<file path="src/rtl/score_pkg.sv">
// Shared widths and converter state encoding for the score sequencer slice.
package score_pkg;

  localparam int SCORE_W   = 9;
  localparam int BCD_W     = 12;
  localparam int SHIFT_CNT = 9;

  typedef enum logic [1:0] {
    IDLE,
    LOAD,
    SHIFT,
    DONE
  } conv_state_t;

endpackage

</file>
<file path="src/rtl/score_bcd_conv.sv">
// Sequential double-dabble binary-to-BCD converter: one shift per cycle,
// result stays in the accumulator after DONE until the next LOAD.
module score_bcd_conv
  import score_pkg::*;
(
  input  logic               clk,
  input  logic               reset,
  input  logic               start,
  input  logic [SCORE_W-1:0] value,
  output logic               busy,
  output logic               done,
  output logic [BCD_W-1:0]   bcd
);

  localparam int CNT_W = $clog2(SHIFT_CNT + 1);

  conv_state_t        state_reg;
  logic [SCORE_W-1:0] sr_reg;
  logic [BCD_W-1:0]   acc_reg;
  logic [BCD_W-1:0]   acc_adj;
  logic [CNT_W-1:0]   cnt_reg;
  logic               busy_reg;
  logic               done_reg;

  // Per-nibble add-3 correction applied before every shift.
  genvar gi;
  generate
    for (gi = 0; gi < BCD_W / 4; gi++) begin : g_adj
      assign acc_adj[4*gi +: 4] = (acc_reg[4*gi +: 4] >= 4'd5) ?
                                  acc_reg[4*gi +: 4] + 4'd3 : acc_reg[4*gi +: 4];
    end
  endgenerate

  always_ff @(posedge clk or posedge reset) begin
    if (reset) begin
      state_reg <= IDLE;
      sr_reg    <= '0;
      acc_reg   <= '0;
      cnt_reg   <= '0;
      busy_reg  <= 1'b0;
      done_reg  <= 1'b0;
    end else begin
      case (state_reg)
        IDLE: begin
          done_reg <= 1'b0;
          if (start) begin
            state_reg <= LOAD;
            busy_reg  <= 1'b1;
          end
        end
        LOAD: begin
          sr_reg    <= value;
          acc_reg   <= '0;
          cnt_reg   <= '0;
          state_reg <= SHIFT;
        end
        SHIFT: begin
          acc_reg <= {acc_adj[BCD_W-2:0], sr_reg[SCORE_W-1]};
          sr_reg  <= {sr_reg[SCORE_W-2:0], 1'b0};
          cnt_reg <= cnt_reg + 1'b1;
          if (cnt_reg == CNT_W'(SHIFT_CNT - 1)) begin
            state_reg <= DONE;
            done_reg  <= 1'b1;
          end
        end
        DONE: begin
          done_reg <= 1'b0;
          if (start) begin
            state_reg <= LOAD;
          end else begin
            state_reg <= IDLE;
            busy_reg  <= 1'b0;
          end
        end
        default: state_reg <= IDLE;
      endcase
    end
  end

  assign busy = busy_reg;
  assign done = done_reg;
  assign bcd  = acc_reg;

endmodule

</file>
<file path="src/rtl/score_sequencer.sv">
// Game score / high-score keeper with a BCD display path; a selected-value
// change requests a conversion, and requests arriving while busy merge into one.
module score_sequencer
  import score_pkg::*;
#(
  parameter int MAX_SCORE = 511
) (
  input  logic               clk,
  input  logic               reset,
  input  logic               clear,
  input  logic               inc,
  input  logic               game_over,
  input  logic               show_high,
  output logic [SCORE_W-1:0] score,
  output logic [SCORE_W-1:0] high_score,
  output logic               new_high,
  output logic [3:0]         bcd2,
  output logic [3:0]         bcd1,
  output logic [3:0]         bcd0,
  output logic               bcd_valid
);

  localparam logic [SCORE_W-1:0] MAX_VAL = SCORE_W'(MAX_SCORE);

  logic [SCORE_W-1:0] score_reg;
  logic [SCORE_W-1:0] high_reg;
  logic               new_high_reg;
  logic               go_prev_reg;
  logic [SCORE_W-1:0] sel_prev_reg;
  logic               show_prev_reg;
  logic               pending_reg;
  logic [BCD_W-1:0]   bcd_reg;
  logic               bcd_valid_reg;

  logic [SCORE_W-1:0] sel_value;
  logic               req;
  logic               go_rise;
  logic               start;
  logic               accept;
  logic               conv_busy;
  logic               conv_done;
  logic [BCD_W-1:0]   conv_bcd;

  assign sel_value = show_high ? high_reg : score_reg;
  assign req       = (sel_value != sel_prev_reg) || (show_high != show_prev_reg);
  assign go_rise   = game_over && !go_prev_reg;
  assign start     = req || pending_reg;
  // The converter can take a new job from IDLE or straight out of DONE.
  assign accept    = !conv_busy || conv_done;

  always_ff @(posedge clk or posedge reset) begin
    if (reset) begin
      score_reg    <= '0;
      high_reg     <= '0;
      new_high_reg <= 1'b0;
      go_prev_reg  <= 1'b0;
    end else begin
      go_prev_reg <= game_over;
      if (clear)
        score_reg <= '0;
      else if (inc && !game_over && (score_reg < MAX_VAL))
        score_reg <= score_reg + 1'b1;
      if (go_rise && (score_reg > high_reg))
        high_reg <= score_reg;
      if (clear)
        new_high_reg <= 1'b0;
      else if (go_rise && (score_reg > high_reg))
        new_high_reg <= 1'b1;
    end
  end

  always_ff @(posedge clk or posedge reset) begin
    if (reset) begin
      sel_prev_reg  <= '0;
      show_prev_reg <= 1'b0;
      pending_reg   <= 1'b0;
      bcd_reg       <= '0;
      bcd_valid_reg <= 1'b1;
    end else begin
      sel_prev_reg  <= sel_value;
      show_prev_reg <= show_high;
      if (accept && start)
        pending_reg <= 1'b0;
      else if (req)
        pending_reg <= 1'b1;
      // A result superseded by a newer request is never shown.
      if (conv_done && !start) begin
        bcd_reg       <= conv_bcd;
        bcd_valid_reg <= 1'b1;
      end else if (accept && start) begin
        bcd_valid_reg <= 1'b0;
      end
    end
  end

  score_bcd_conv u_conv (
    .clk   (clk),
    .reset (reset),
    .start (start),
    .value (sel_value),
    .busy  (conv_busy),
    .done  (conv_done),
    .bcd   (conv_bcd)
  );

  assign score      = score_reg;
  assign high_score = high_reg;
  assign new_high   = new_high_reg;
  assign bcd2       = bcd_reg[11:8];
  assign bcd1       = bcd_reg[7:4];
  assign bcd0       = bcd_reg[3:0];
  assign bcd_valid  = bcd_valid_reg;

endmodule

</file>
<file path="config.mk">
export PLATFORM = sky130hd
export DESIGN_NAME = score_sequencer
export DESIGN_NICKNAME = d
export VERILOG_FILES = /design/src/rtl/score_pkg.sv /design/src/rtl/score_bcd_conv.sv /design/src/rtl/score_sequencer.sv
export SDC_FILE = /design/constraint.sdc
export NUM_CORES = 1
export LEC_CHECK = 0
export BUFFER_PORTS_ARGS = -buffer_cell sky130_fd_sc_hd__buf_2
export CORE_ASPECT_RATIO = 1.5
export CORE_UTILIZATION = 38
export DETAILED_ROUTE_END_ITERATION = 10
export GPL_ROUTABILITY_DRIVEN = 0
export GPL_TIMING_DRIVEN = 0
export HOLD_SLACK_MARGIN = 0.02
export MAX_ROUTING_LAYER = met4
export PLACE_DENSITY = 0.55
export SYNTH_ARGS = -nofsm -noshare
export SYNTH_HDL_FRONTEND = slang
export SYNTH_SLANG_ARGS = --single-unit
</file>
<file path="constraint.sdc">
create_clock -name clk -period 5.5 [get_ports clk]
set_clock_uncertainty 0.2 [all_clocks]
set_input_delay 1.1 -clock clk [delete_from_list [all_inputs] [get_ports clk]]
set_output_delay 1.1 -clock clk [all_outputs]
set_load 0.03 [all_outputs]
</file>
# Word level (Yosys, flattened, before mapping)
# Index checks and enable logic that the tools add are counted.
# classes
n_addsub	5
magnitude_cmp	5
n_eq_ne	9
n_mux	24
reduce_logical	25
# op_table
operator	n
$mux 9	3
$pmux 12 s2	1
$pmux 9 s2	1
$reduce_bool 2->1	7
$ge 4x3->1 const B	3
$mux 1	10
$add 9x1->9 const B	1
$gt 9x9->1	1
$lt 9x9->1 const B	1
$ne 9x9->1	1
$add 4x2->4 const B	2
$mux 4	2
$pmux 2 s4	1
$pmux 4 s2	1
$logic_and 1x1->1	6
$add 4x1->4 const B	1
$eq 2x2->1 const B	2
$eq 4x4->1 const B	1
$logic_not 1->1	4
$mux 2	2
$ne 2x2->1 const B	2
$pmux 1 s2	2
$reduce_and 2->1	2
$add 3x2->3 const B	1
8 further kinds	10
# totals
reg_bits	73
inputBits	6

# Longest topological paths before layout
# Gate-level depths: netlist of run 1.
# logic_depth
ltp_word	7
mapped_depth	8
depth_no_buf	8

# Modules after synthesis
# Synthesis of run 1 repeated with hierarchy kept, for this count alone.
# unflattened
hier_cells	334
hier_area_um2	3787.4
# modules_own_cells
mod	n_inst	cells_each	area_per_inst_um2	seq_area_each_um2
score_sequencer	1	174	2153.3	1102.3
score_bcd_conv	1	160	1634.1	725.7

# Worst setup path before layout of run 1
# Ideal clock, no wire load.
# synth_timing
kind	input to register
from	input port show_high
to	register bcd_reg[0]
t_arrival_ps	2770
slack_ps	2405
path_stages	8
path_cell_list	buf_6 mux2_4 xor2_1 nor4_2 and3_4 nand2_4 buf_6 mux2_4
# synth_via
elab_chain_len	6
elab_cells_between_ends	7
classes_between	eq/ne (2); mux (1); reduce/logical (4)
# synth_rtl
item	line_no	source
start, declared	score_sequencer.sv:13	input logic show_high,
$mux 9	score_sequencer.sv:44	assign sel_value = show_high ? high_reg : score_reg;
named net sel_value[4]	score_sequencer.sv:35	logic [SCORE_W-1:0] sel_value;
$ne 9x9->1	score_sequencer.sv:45	assign req = (sel_value != sel_prev_reg) || (show_high != show_prev_reg);
$logic_or 1x1->1	score_sequencer.sv:45	
$logic_or 1x1->1	score_sequencer.sv:47	assign start = req || pending_reg;
$logic_not 1->1	score_sequencer.sv:87	if (conv_done && !start) begin
$logic_and 1x1->1	score_sequencer.sv:87	
end signal, assigned	score_sequencer.sv:88	bcd_reg <= conv_bcd;
end, declared	score_sequencer.sv:32	logic [BCD_W-1:0] bcd_reg;
# The timed path passes the listed nets, and every way through them passes these cells.
# A chain may end at the register's enable or synchronous reset.

# Worst setup path in the final report of run 1
# layout_timing
from	input port show_high
to	register bcd_reg[5]
# Same word-level chain as after synthesis.

==> results of run 1 <==
-- power by group through the flow --
stage | clock [uW] | combinational [uW] | sequential [uW]
finish | 635 | 55.5 | 554
global route | 676 | 63.3 | 554
CTS | 652 | 57.3 | 553
detailed placement | 0 | 57.0 | 563
global placement | 0 | 53.5 | 563
floorplan | 0 | 30.1 | 571
-- metal layers --
metal / GRT usage, % / up-vias / part of all wire [%] / wire length (um)
li1: - / 1229 / - / -
met1: 18.39 / 1216 / 41 / 3051
met2: 30.63 / 59 / 54 / 3992
met3: 4.535 / 15 / 3.2 / 236
met4: 7.675 / 0 / 2.4 / 181
met5: - / - / 0 / 0
-- metrics by stage --
stage | setup slack, ps | cells
finish | 2405 | 495
global route | 2341 | 495
CTS | 2399 | 495
detailed placement | 2054 | 479
global placement | 1342 | 478
floorplan | 2348 | 330
-- critical path, stage by stage --
cell and delay (ps):
buf_2 120, buf_6 160, mux2_4 330, xor2_1 150
nor4_2 420, and3_4 270, nand2_4 70, buf_6 170
mux2_4 290
-- final cells by class --
cell class / instances / area [sq um] / share of cell area, %
well taps: 112 / 140.1 / 3.205
clock buffers: 11 / 252.7 / 5.781
repair buffers: 37 / 207.7 / 4.751
inverters: 29 / 111.4 / 2.547
clock inverters: 5 / 77.57 / 1.774
flip-flops and latches: 73 / 1828 / 41.81
plain buffers: 11 / 57.56 / 1.317
multi-input cells: 217 / 1697 / 38.81
-- kinds of logic after synthesis --
logic type | count (synthesis)
simple gates | 81
mux | 40
fa+ha+maj | 22
buf+inv | 40
flops | 73
xor+xnor | 22
compound gates | 52
-- layout by cell type (no fill, tap or decap), types with 2 or more instances in the layout --
cell / count
buf_6: 2
nor2b_1: 2
nand2b_1: 6
inv_1: 28
ha_1: 22
nor2_1: 18
a21oi_1: 14
nand4_1: 3
o21ai_0: 12
nand2_1: 29
xor2_1: 13
clkbuf_1: 6
buf_2: 37
mux2i_1: 3
xnor2_1: 9
and4_1: 2
clkbuf_8: 2
o31ai_1: 5
buf_1: 2
a32o_1: 3
mux2_4: 12
dfrtp_1: 72
and2_1: 2
mux2_2: 25
o22ai_1: 8
clkbuf_16: 9
bufinv_16: 2
nand3_1: 10
clkinv_2: 2
-- worst paths after layout --
| kind | from | endpoint | slack, ps | cells past startpoint |
|---|---|---|---|---|
| worst max-delay path | show_high | bcd_reg[5]$_DFFE_PP0P_ | 2410 | 9 |
| max in group asynchronous | reset | u_conv.sr_reg[0]$_DFFE_PP0P_ | 3990 | 3 |
| worst max register to register | score[1]$_DFFE_PP0P_ | high_score[0]$_DFFE_PP0P_ | 2650 | 7 |
| min in group asynchronous | reset | bcd_reg[9]$_DFFE_PP0P_ | 570 | 2 |
| worst min register to register | u_conv.cnt_reg[3]$_DFFE_PP0P_ | u_conv.cnt_reg[3]$_DFFE_PP0P_ | 290 | 1 |
| worst min-delay path | u_conv.cnt_reg[3]$_DFFE_PP0P_ | u_conv.cnt_reg[3]$_DFFE_PP0P_ | 290 | 1 |
==> impl_metrics.env, run 1 <==
export IMPL_status="completed"
export IMPL_synth_edf_count=0
export IMPL_postLayoutCellArea_sq_mm=0.004372
export IMPL_cts_clk_slew_worst_paths_ps=60
export IMPL_fin_util_pct=46.70
export IMPL_syn_area_per_cell_sq_um=11.18
export IMPL_internal_power_uw=986.1
export IMPL_grt_use_total_pct=17.64
export IMPL_netlist_top_cells_count="dfrtp_1, inv_1, nand2_1"
export IMPL_drive_above_1_share_pct=26.11
export IMPL_p_comb_share_pct=4.5
export IMPL_start_util_pct=39.43
export IMPL_htreeDepth=3
export IMPL_yosys_area_top_type="dfrtp_1"
export IMPL_io_pins=38
export IMPL_core_sq_mm=0.009361
export IMPL_report_final_hold_viol_count=0
export IMPL_synthMuxAreaShare_pct=13.32
export IMPL_synth_area_leaders="dfrtp_1, mux2_2, ha_1"
export IMPL_placed_cell_area_sq_mm=0.004041
export IMPL_crit_required_ps=5510
export IMPL_synth_nets=358
export IMPL_synth_xor_area_share_pct=5.220
export IMPL_hold_class="reg2reg"
export IMPL_grt_pass1_wl_um=12560
export IMPL_dieArea_sq_mm=0.01012
export IMPL_cts_resized=0
export IMPL_seqPwrFrac_pct=44.5
export IMPL_grt_max_degree=45
export IMPL_fin_setup_tns_ps=0
export IMPL_cp_arrival_ps=3110
export IMPL_synth_top_family_by_area="multiplexers"
export IMPL_drc_errors=0
export IMPL_clock_path_buffers=2
export IMPL_ys_seq_area_share_pct=49.53
export IMPL_syn_to_final_growth_pct=18.44
export IMPL_sw_frac_of_total_pct=20.73
export IMPL_post_cts_setup_buffers=0
export IMPL_yosys_area_share_simple_pct=10.92
export IMPL_syn_instance_count=330
export IMPL_drt_wl_total_um=7461
export IMPL_holdWs_ps=288.4
export IMPL_period_share_pct=56.27
export IMPL_cellPowerDensity_mw_per_mm2=284.6
export IMPL_cts_root_buffer="clkbuf_16"
export IMPL_io_buffers=36
export IMPL_switchingPower_uw=257.9
export IMPL_fp_row_count=43
export IMPL_synthAdderAreaFrac_pct=7.458
export IMPL_maxCapViolCount=0
export IMPL_endpoint_kind="register"
export IMPL_fmax_ghz=0.3231
export IMPL_fillers=908
export IMPL_max_slew_worst_pin_slew_ps=1030
export IMPL_gr_total_overflow=0
export IMPL_ys_async_sr_fraction_pct=100.0
export IMPL_ys_flop_type="dfrtp_1"
export IMPL_drt_initial_drc_count=61
export IMPL_clock_sinks=73
export IMPL_start_kind="input port"
export IMPL_slew_headroom_pct=30.84
export IMPL_leakage_uw=0.002282
export IMPL_p_total_uw=1244
export IMPL_clk_insertion_delay_late_ps=330
export IMPL_num_nets_final=406
export IMPL_maxSlewViolCount=0
export IMPL_vias_per_cell=5.089
export IMPL_postRouteAntennaNets=0
export IMPL_clkPwrFrac_pct=51.0
export IMPL_synth_area_sq_mm=0.003691
export IMPL_holdBufCountCts=0
export IMPL_cts_tree="yes"
export IMPL_yosysMostFrequentCell="dfrtp_1"
export IMPL_routedWlPerCell_um=15.07
export IMPL_crit_fanout=10
export IMPL_synth_compound_area_share_pct=9.051
export IMPL_diodes=0
export IMPL_first_global_vias=2634
export IMPL_yosys_warnings=0
export IMPL_dr_pass1_iters=4
export IMPL_dp_hpwl_um=5507
export IMPL_worstSetupPathType="in2reg"
export IMPL_die_h_um=122.7
export IMPL_antenna_found_initial=0
export IMPL_synth_seq_cells=73
export IMPL_vias=2519
export IMPL_cts_made_buffers=9
export IMPL_synth_cell_types=45
export IMPL_setup_viol=0
export IMPL_die_w_um=82.47
export IMPL_finalCriticalPeriod_ps=3095
export IMPL_ir_drop_v=0.0001587
export IMPL_yosysTopAreaCellShare_pct=48.81
export IMPL_rsz0062_at_grt="no"
Note: power is estimated with default switching activity, not from simulation.
==> inputs of run 2 (changes only) <==
==> constraint.sdc (replaced) <==
create_clock -name clk -period 3 [get_ports clk]
set_clock_uncertainty 0.2 [all_clocks]
set_input_delay 0.6 -clock clk [delete_from_list [all_inputs] [get_ports clk]]
set_output_delay 0.6 -clock clk [all_outputs]
set_load 0.03 [all_outputs]
==> run 2 against run 1 <==
Clock-buffer cell count unchanged. Sequential share of layout area about the same. Wire length about the same. Clock power up 83%. Total power up 83%. Flip-flop and latch count unchanged. Critical path type unchanged. Largest cell class unchanged. Largest power group unchanged. Highest routed layer unchanged.
==> impl_metrics.env, run 2 (synthesis gave the netlist of run 1 again) <==
export IMPL_cp_num_buf_inv=3
export IMPL_endpoint_kind="register"
export IMPL_slowest_stage="nor4_2"
export IMPL_vias=2519
export IMPL_postLayoutCellArea_sq_mm=0.004375
export IMPL_report_final_hold_viol_count=0
export IMPL_finalCriticalPeriod_ps=2595
export IMPL_leakage_uw=0.002282
export IMPL_post_cts_setup_buffers=0
export IMPL_dp_hpwl_um=5507
export IMPL_clock_sinks=73
export IMPL_rsz0062_at_grt="no"
export IMPL_drt_initial_drc_count=61
export IMPL_htreeDepth=3
export IMPL_core_sq_mm=0.009361
export IMPL_fp_row_count=43
export IMPL_ir_drop_v=0.0002909
export IMPL_fmax_ghz=0.3854
export IMPL_cts_tree="yes"
export IMPL_critPathMaxStageDelay_ps=420
export IMPL_num_nets_final=406
export IMPL_drive_above_1_share_pct=26.37
export IMPL_status="completed"
export IMPL_drt_wl_total_um=7464
export IMPL_layout_commonest_cell="dfrtp_1"
export IMPL_cellPowerDensity_mw_per_mm2=521.3
export IMPL_crit_fanout=10
export IMPL_io_buffers=36
export IMPL_antenna_found_initial=0
export IMPL_maxCapViolCount=0
export IMPL_gr_total_overflow=0
export IMPL_grt_use_total_pct=17.64
export IMPL_crit_required_ps=3010
export IMPL_crit_family="simple AND/OR/NAND/NOR gates"
export IMPL_postRouteAntennaNets=0
export IMPL_period_share_pct=86.50
export IMPL_setup_viol=0
export IMPL_clock_path_buffers=2
export IMPL_slew_headroom_pct=58.40
export IMPL_dieArea_sq_mm=0.01012
export IMPL_vias_per_cell=5.089
export IMPL_grt_pass1_wl_um=12560
export IMPL_die_h_um=122.7
export IMPL_cts_root_buffer="clkbuf_16"
export IMPL_dr_pass1_iters=4
export IMPL_holdWs_ps=68.20
export IMPL_start_kind="input port"
export IMPL_start_util_pct=39.43
export IMPL_io_pins=38
export IMPL_cts_made_buffers=9
export IMPL_maxSlewViolCount=0
export IMPL_routedWlPerCell_um=15.08
export IMPL_drc_errors=0
export IMPL_placed_cell_area_sq_mm=0.004041
export IMPL_grt_max_degree=45
export IMPL_hold_class="in2async"
export IMPL_mostFrequentLayoutCells="dfrtp_1, buf_2, nand2_1"
export IMPL_clk_insertion_delay_late_ps=330
export IMPL_cts_clk_slew_worst_paths_ps=50
export IMPL_cp_cell_sequence="buf_2 -> buf_6 -> mux2_4 -> xor2_1 -> nor4_2 -> and3_4 -> nand2_4 -> buf_6 -> mux2_4"
export IMPL_die_w_um=82.47
export IMPL_max_slew_worst_pin_slew_ps=623.9
export IMPL_worstSetupPathType="in2reg"
export IMPL_diodes=0
export IMPL_syn_to_final_growth_pct=18.54
export IMPL_cp_arrival_ps=2610
export IMPL_first_global_vias=2634
run 2: cell types whose count changed in the layout (fill, tap and decap cells not counted):
cell	previous run	this run
o21ai_2	0	1
o21ai_1	1	0
run 2: metrics by stage:
stage | TNS (ps) | util [%] | cells | power [uW] | setup slack [ps]
4_1_cts | 0 | 46.70 | 495 | 2314 | 125.1
3_3_place_gp | -47060 | 42.85 | 478 | 1130 | -658.5
5_1_grt | 0 | 46.74 | 495 | 2371 | 275.2
3_5_place_dp | 0 | 43.17 | 479 | 1137 | 53.70
2_1_floorplan | 0 | - | 330 | 1103 | 348.4
6_report | 0 | 46.74 | 495 | 2281 | 405.1
run 2: worst paths after layout:
check / start / to / slack [ps] / cells past startpoint
setup / recovery: show_high / bcd_reg[5]$_DFFE_PP0P_ / 410 / 9
hold / removal: reset / bcd_reg[9]$_DFFE_PP0P_ / 70 / 2
setup reg to reg: score[1]$_DFFE_PP0P_ / high_score[0]$_DFFE_PP0P_ / 430 / 7
hold reg to reg: u_conv.cnt_reg[3]$_DFFE_PP0P_ / u_conv.cnt_reg[3]$_DFFE_PP0P_ / 290 / 1
max in group asynchronous: reset / u_conv.sr_reg[0]$_DFFE_PP0P_ / 1990 / 3
min in group clk: game_over / go_prev_reg$_DFF_PP0_ / 190 / 1
run 2: layout make-up:
type | instances | area, sq um
inverters | 29 | 111.4
well taps | 112 | 140.1
clock inverters | 5 | 77.57
clock buffers | 11 | 252.7
flip-flops and latches | 73 | 1828
plain buffers | 11 | 57.56
multi-input cells | 217 | 1700
fillers | 906 | 4986
repair buffers | 37 | 207.7
run 2: where the power goes:
group	total (uW)	internal, uW	switching [uW]
registers	1010	1000	11.3
logic	102	34.9	67.1
clock network	1160	770	395
total	2280	1810	473
run 2: repair_timing:
| item | in CTS | in global routing |
|---|---|---|
| setup endpoints to repair | 0 | 8 |
| gates resized for setup | 0 | 1 |
| hold buffers | 0 | 0 |
run 2: metal layers:
metal	up-vias	GRT usage, %	share of wire (%)
met5	-	-	0
met4	0	7.675	2.4
met3	15	4.535	3.2
met2	59	30.63	53
met1	1216	18.39	41
li1	1229	-	-
